### src/rtl/fpu_pkg.sv
// Shared FPU types: FP32 width and the result-buffer entry layout.
package fpu_pkg;

    localparam int FP32_W    = 32;
    // Widest destination tag an entry can carry; narrower tags are zero-extended.
    localparam int TAG_W_MAX = 16;

    typedef struct packed {
        logic [FP32_W-1:0]    result;
        logic                 overflow;
        logic                 underflow;
        logic [TAG_W_MAX-1:0] tag;
    } fpu_entry_t;

endpackage

### src/rtl/fpu_flag_accum.sv
// Sticky accrued exception flags for the adder result buffer.
module fpu_flag_accum (
    input  logic clk,
    input  logic n_rst,
    input  logic push,
    input  logic push_overflow,
    input  logic push_underflow,
    input  logic flags_clr,
    output logic acc_overflow,
    output logic acc_underflow
);

    logic acc_ovf_q, acc_ovf_d;
    logic acc_unf_q, acc_unf_d;

    // Clear first, then OR in the pushed flags so a same-cycle push wins over clear.
    always_comb begin
        acc_ovf_d = flags_clr ? 1'b0 : acc_ovf_q;
        acc_unf_d = flags_clr ? 1'b0 : acc_unf_q;
        acc_ovf_d = acc_ovf_d | (push & push_overflow);
        acc_unf_d = acc_unf_d | (push & push_underflow);
    end

    // Flag registers with synchronous active-low reset.
    always_ff @(posedge clk) begin
        if (!n_rst) begin
            acc_ovf_q <= 1'b0;
            acc_unf_q <= 1'b0;
        end else begin
            acc_ovf_q <= acc_ovf_d;
            acc_unf_q <= acc_unf_d;
        end
    end

    assign acc_overflow  = acc_ovf_q;
    assign acc_underflow = acc_unf_q;

endmodule

### src/rtl/fpu_add_result_buffer.sv
// FIFO buffering FP adder results with their flags and destination tag,
// plus sticky accrued overflow/underflow flags.
module fpu_add_result_buffer
    import fpu_pkg::*;
#(
    parameter int DEPTH = 4,
    parameter int TAG_W = 5
) (
    input  logic                       clk,
    input  logic                       n_rst,
    input  logic                       in_valid,
    output logic                       in_ready,
    input  logic [FP32_W-1:0]          result,
    input  logic                       overflow,
    input  logic                       underflow,
    input  logic [TAG_W-1:0]           in_tag,
    output logic                       out_valid,
    input  logic                       out_ready,
    output logic [FP32_W-1:0]          out_result,
    output logic                       out_overflow,
    output logic                       out_underflow,
    output logic [TAG_W-1:0]           out_tag,
    input  logic                       flags_clr,
    output logic                       acc_overflow,
    output logic                       acc_underflow,
    output logic [$clog2(DEPTH):0]     count
);

    localparam int PW = $clog2(DEPTH);
    localparam int CW = PW + 1;
    localparam logic [CW-1:0] DEPTH_CNT = CW'(DEPTH);

    fpu_entry_t    mem_q [DEPTH];
    logic [PW-1:0] wr_ptr_q, wr_ptr_d;
    logic [PW-1:0] rd_ptr_q, rd_ptr_d;
    logic [CW-1:0] count_q, count_d;
    logic          push, pop;
    fpu_entry_t    wr_entry;

    // Handshakes, next pointers/count and masked head outputs.
    always_comb begin
        in_ready  = (count_q < DEPTH_CNT);
        out_valid = (count_q != '0);
        push      = in_valid & in_ready;
        pop       = out_valid & out_ready;

        wr_entry           = '0;
        wr_entry.result    = result;
        wr_entry.overflow  = overflow;
        wr_entry.underflow = underflow;
        wr_entry.tag       = TAG_W_MAX'(in_tag);

        // Power-of-two depth: pointer arithmetic wraps naturally.
        wr_ptr_d = push ? wr_ptr_q + PW'(1) : wr_ptr_q;
        rd_ptr_d = pop  ? rd_ptr_q + PW'(1) : rd_ptr_q;

        count_d = count_q;
        if (push && !pop) begin
            count_d = count_q + CW'(1);
        end else if (pop && !push) begin
            count_d = count_q - CW'(1);
        end

        out_result    = '0;
        out_overflow  = 1'b0;
        out_underflow = 1'b0;
        out_tag       = '0;
        if (out_valid) begin
            out_result    = mem_q[rd_ptr_q].result;
            out_overflow  = mem_q[rd_ptr_q].overflow;
            out_underflow = mem_q[rd_ptr_q].underflow;
            out_tag       = mem_q[rd_ptr_q].tag[TAG_W-1:0];
        end
    end

    // Pointer and occupancy registers with synchronous active-low reset.
    always_ff @(posedge clk) begin
        if (!n_rst) begin
            wr_ptr_q <= '0;
            rd_ptr_q <= '0;
            count_q  <= '0;
        end else begin
            wr_ptr_q <= wr_ptr_d;
            rd_ptr_q <= rd_ptr_d;
            count_q  <= count_d;
        end
    end

    // Entry storage; unreset since outputs are masked while empty.
    always_ff @(posedge clk) begin
        if (push) begin
            mem_q[wr_ptr_q] <= wr_entry;
        end
    end

    fpu_flag_accum u_flag_accum (
        .clk            (clk),
        .n_rst          (n_rst),
        .push           (push),
        .push_overflow  (overflow),
        .push_underflow (underflow),
        .flags_clr      (flags_clr),
        .acc_overflow   (acc_overflow),
        .acc_underflow  (acc_underflow)
    );

    assign count = count_q;

endmodule

### config.mk
export PLATFORM = sky130hd
export DESIGN_NAME = fpu_add_result_buffer
export DESIGN_NICKNAME = d
export VERILOG_FILES = /design/src/rtl/fpu_pkg.sv /design/src/rtl/fpu_flag_accum.sv /design/src/rtl/fpu_add_result_buffer.sv
export SDC_FILE = /design/constraint.sdc
export NUM_CORES = 1
export LEC_CHECK = 0
export ABC_AREA = 1
export CAP_MARGIN = 0
export CORE_MARGIN = 2
export CORE_UTILIZATION = 42
export CTS_BUF_LIST = sky130_fd_sc_hd__clkbuf_8
export DETAILED_ROUTE_END_ITERATION = 10
export PLACE_DENSITY = 0.77
export SLEW_MARGIN = 30
export SYNTH_ARGS = -nofsm -noshare
export SYNTH_HDL_FRONTEND = slang
export SYNTH_SLANG_ARGS = --single-unit
### constraint.sdc
create_clock -name clk -period 3 [get_ports clk]
set_clock_uncertainty 0.15 [all_clocks]
set_input_delay 0.6 -clock clk [delete_from_list [all_inputs] [get_ports clk]]
set_output_delay 0.6 -clock clk [all_outputs]
set_load 0.01 [all_outputs]
### Word level (Yosys, flattened, before mapping)

Memories as Yosys holds them, arrays and structs flattened. A register that Yosys moved wholly into a read port is not among the register bits.
Index checks and enable logic that the tools add are counted.

| word-level totals | value |
|---|---|
| register bits after elaboration | 9 |
| bits in latches | 0 |
| memory bits (writable) | 156 |
| bits in read-only memories | 0 |
| logic and storage cells | 35 |
| memories | 1 |

| cells by class | value |
|---|---|
| $add $sub $neg | 4 |
| multiply operators | 0 |
| divide/modulo/power cells | 0 |
| $lt $le $gt $ge | 1 |
| equality and inequality tests | 0 |
| shift-type cells | 0 |
| muxes and demuxes | 12 |
| bitwise logic cells | 6 |
| reductions and logical operators | 6 |

Memory list:

| name | depth | bits a word | read ports | clocked after memory_dff | write ports | line | RTL |
|---|---|---|---|---|---|---|---|
| mem_q | 4 | 39 | 1 | 1 | 1 | fpu_add_result_buffer.sv:33 | `fpu_entry_t mem_q [DEPTH];` |

Operators with widths:

| cell | number |
|---|---|
| $mux W32 | 1 |
| $mux W1 | 6 |
| $mux W3 | 2 |
| $mux W5 | 1 |
| $add A2 B1 Y2 const B | 2 |
| $and A1 B1 Y1 | 4 |
| $mux W2 | 2 |
| $add A3 B1 Y3 const B | 1 |
| $lt A3 B3 Y1 const B | 1 |
| $reduce_bool A3 Y1 | 1 |
| $sub A3 B1 Y3 const B | 1 |
| $logic_and A1 B1 Y1 | 2 |
| $logic_not A1 Y1 | 2 |
| $or A1 B1 Y1 | 2 |
| $reduce_bool A2 Y1 | 1 |

### Longest topological paths before layout

| depth | value |
|---|---|
| word-level depth | 6 |
| depth in mapped cells | 12 |
| gate-level depth less buffers | 12 |

### Cells and area by module

From an unflattened synthesis, not the netlist that was laid out.

| second synthesis, totals | value |
|---|---|
| cells, all modules | 534 |
| area, all modules | 6,572.6 um2 |

Modules (own cells, without submodules):

| module | instances | cells each | area an instance (um2) | sequential area each (um2) |
|---|---|---|---|---|
| fpu_add_result_buffer | 1 | 524 | 6,500.0 | 4,864.7 |
| fpu_flag_accum | 1 | 10 | 72.6 | 40.0 |

### Worst setup path before layout

No wires, ideal clock.

| timing | value |
|---|---|
| path kind | input-to-reg |
| start point | input port in_valid |
| end point | memory mem_q[0][0] (netlist name), enable pin |
| library setup time | 0.435 ns |
| arrival time | 2.415 ns |
| path slack | 0.000 ns |
| stages | 2 |
| path through | nand2_1 -> nor2_1 |

| on the way | value |
|---|---|
| word-level cells in the longest chain between the ends | 3 |

RTL lines:

| item | line | RTL |
|---|---|---|
| start, declared | fpu_add_result_buffer.sv:11 | `input logic in_valid,` |
| $and A1 B1 Y1 | fpu_add_result_buffer.sv:44 | `push = in_valid & in_ready;` |
| $mux W1 | fpu_add_result_buffer.sv:91 | `if (push) begin` |
| $mux W1 (implied by the code) | fpu_add_result_buffer.sv:92 | `mem_q[wr_ptr_q] <= wr_entry;` |
| end, declared | fpu_add_result_buffer.sv:33 |  |

Every way passes these cells.

==> impl_metrics.tcl <==
set metrics [dict create \
    drtIter0Drc 364 \
    yosys-top-cells-area "edfxtp_1, nor2_1, o21ai_0" \
    clkTransAtPathRegs_ns 0.09 \
    cp_max_fo 22 \
    grt_pass1_vias 4286 \
    drive_gt1_share_pct 8.98 \
    synth_top_area_cell "edfxtp_1" \
    dp_hpwl_mm 8.26 \
    syn_area_per_cell_um2 12.3 \
    num_rows 45 \
    htree_levels 4 \
    antenna_found_initial 1 \
    crit_chain "buf_4, nor2_1, o21ai_0, a21oi_1, clkdlybuf4s50_1" \
    outcome "completed" \
    gp_congestion 0.723 \
    syn2layout_area_growth_pct 25.2 \
    hold_viol 0 \
    dp.cells 819 \
    p_per_area_nw_per_um2 868 \
    die_area_um2 16600 \
    grtUsageMet2_pct 28.3 \
    syn_area_um2 6560 \
    period_share_pct 96.7 \
    max-slew-margin-rel_pct 70.6 \
    hp-class "register to register" \
    ir_drop_mv 0.587 \
    cpPeakStageDelay_ns 0.58 \
    cp.required_ns 2.25 \
    root_buffer "clkbuf_8" \
    final_core_util_pct 53.8 \
    final_antenna_net_count 0 \
    diodes 0 \
    wire_per_inst_um 16.4 \
    cp-end-kind "output port" \
    rsz0062_at_grt "false" \
    dp_slack_ns 0.169 \
    route.vias.total 4316 \
    syn_inst 534 \
    whs_ns 0.339 \
    synth.net_count 584 \
    grt_busiest_layer "met2" \
    grt_pass1_wl_mm 21.8 \
    final_cells 857 \
    grt_max_degree 49 \
    worst_slack_ns 0.0999 \
    grt_overflow 0 \
    yosysUniqueCellTypes 18 \
    use_met3_pct 4.86 \
    cts.sinks 167 \
    clockBufferDepth 2 \
    synth_top_area_share_pct 71.4 \
    ys_seq_area_share_pct 74.7 \
    start_kind "register" \
    setup_violations 0 \
    critPathArrivalTime_ns 2.15 \
    die_h_um 129 \
    crit_type "register to output port" \
    period_needed_ns 2.90 \
    grt_usage_pct 17.5 \
    dpl_cell_area_um2 7720 \
    io_pins 90 \
    report.final.slew_viol_count 0 \
    drc 0 \
    ys_seq_elements 167 \
    cts-buffers-inserted 17 \
    max_slew.worst_pin.slew_ns 0.441 \
    initial_core_util_pct 43.0 \
    drv_cap 0 \
    core-area_um2 15300 \
    cts_tree "built" \
    wl_mm 14.1 \
    use_met1_pct 22.5 \
    final_area_um2 8210 \
    dieWidth_um 129 \
    first_pass_iters 5 \
    num-nets-final 683 \
    max_freq_ghz 0.345 \
    p_leak_uw 0.00283 \
    port_buffers 89 \
    synth_warnings 0 \
    slowest_stage "clkdlybuf4s50_1" \
    viasPerCell 5.04 \
    clkLatencyLatePin_ns 0.45 \
]
critical path, delay by kind of cell (launching register included):
kind	cells	cell delay, ns
AND/OR/NAND/NOR	1	0.13
AO/OA/AOI/OAI	2	0.32
buffers and inverters	2	0.84
flip-flops	1	0.41
cells in the mapped netlist:
cell type / instances
nor2_1: 165
edfxtp_1: 156
o21ai_0: 67
a21oi_1: 47
inv_1: 17
nand2_1: 15
o21ai_1: 15
dfxtp_1: 11
clkbuf_1: 10
buf_2: 9
buf_4: 7
ha_1: 5
nand3_1: 3
buf_6: 2
inv_2: 2
buf_1: 1
fa_1: 1
nand2_2: 1
cells in the final DEF, fill, tap and decap left out, drive strengths merged:
master and count:
edfxtp 156, bufinv 3, o21ai 82, clkinvlp 2
dfxtp 11, clkbuf 20, a21oi 47, ha 5
clkinv 1, inv 25, nand3 3, buf 20
nor2 165, clkdlybuf4s50 89, nand2 16, fa 1
sequential cells by signal (all words and copies together) (netlist names), named ones only:
signal and count:
mem_q 156, u_flag_accum.acc_underflow 1, rd_ptr_q 2, count 3, wr_ptr_q 2, u_flag_accum.acc_overflow 1
area by class of cell:
| class | instances | area [µm²] |
|---|---|---|
| inverters | 19 | 81.3 |
| repair buffers | 109 | 1080 |
| flip-flops and latches | 167 | 4910 |
| well taps | 211 | 264 |
| clock buffers | 20 | 275 |
| fillers | 1278 | 7040 |
| multi-input cells | 319 | 1460 |
| clock inverters | 12 | 138 |
layer usage:
layer	part of all wire [%]	vias to the layer above
li1	-	2059
met1	44	2091
met2	48	137
met3	6.3	27
met4	1.7	2
met5	0.093	-
path summary, 6_finish.rpt:
path / from / endpoint / slack, ns / cells past startpoint
worst max-delay path: register / out_result[12] / 0.1 / 5
worst min-delay path: u_flag_accum.acc_overflow / u_flag_accum.acc_overflow / 0.34 / 2
worst max register to register: count[0] / count[2] / 0.98 / 12
worst min register to register: u_flag_accum.acc_overflow / u_flag_accum.acc_overflow / 0.34 / 2
cell families (layout without fill, tap and decap cells):
| logic type | count (synthesis) | in the layout | share of synthesized area, % |
|---|---|---|---|
| fa+ha+maj | 6 | 6 | 1.26 |
| flops | 167 | 167 | 74.7 |
| buf+inv | 48 | 160 | 3.55 |
| compound gates | 129 | 129 | 9.84 |
| simple gates | 184 | 184 | 10.6 |
power by group:
group	total [µW]	internal (µW)	switching, µW
registers	2920	2820	97.5
logic	2570	1150	1420
clock network	1640	876	768
total	7130	4840	2290
what timing repair did:
item / CTS / global route
resized for setup: 8 / 3
hold buffers: 0 / 0
endpoints found under the setup margin: 39 / 31
setup buffers: 2 / 4
metrics by stage:
stage | total power, µW | TNS [ns]
after floorplan | 4240 | -0.00274
after global routing | 7510 | 0
after CTS | 7160 | 0
after detailed placement | 5490 | 0
after global placement | 5430 | 0
final | 7130 | 0
Note: power is estimated with default switching activity, not from simulation.
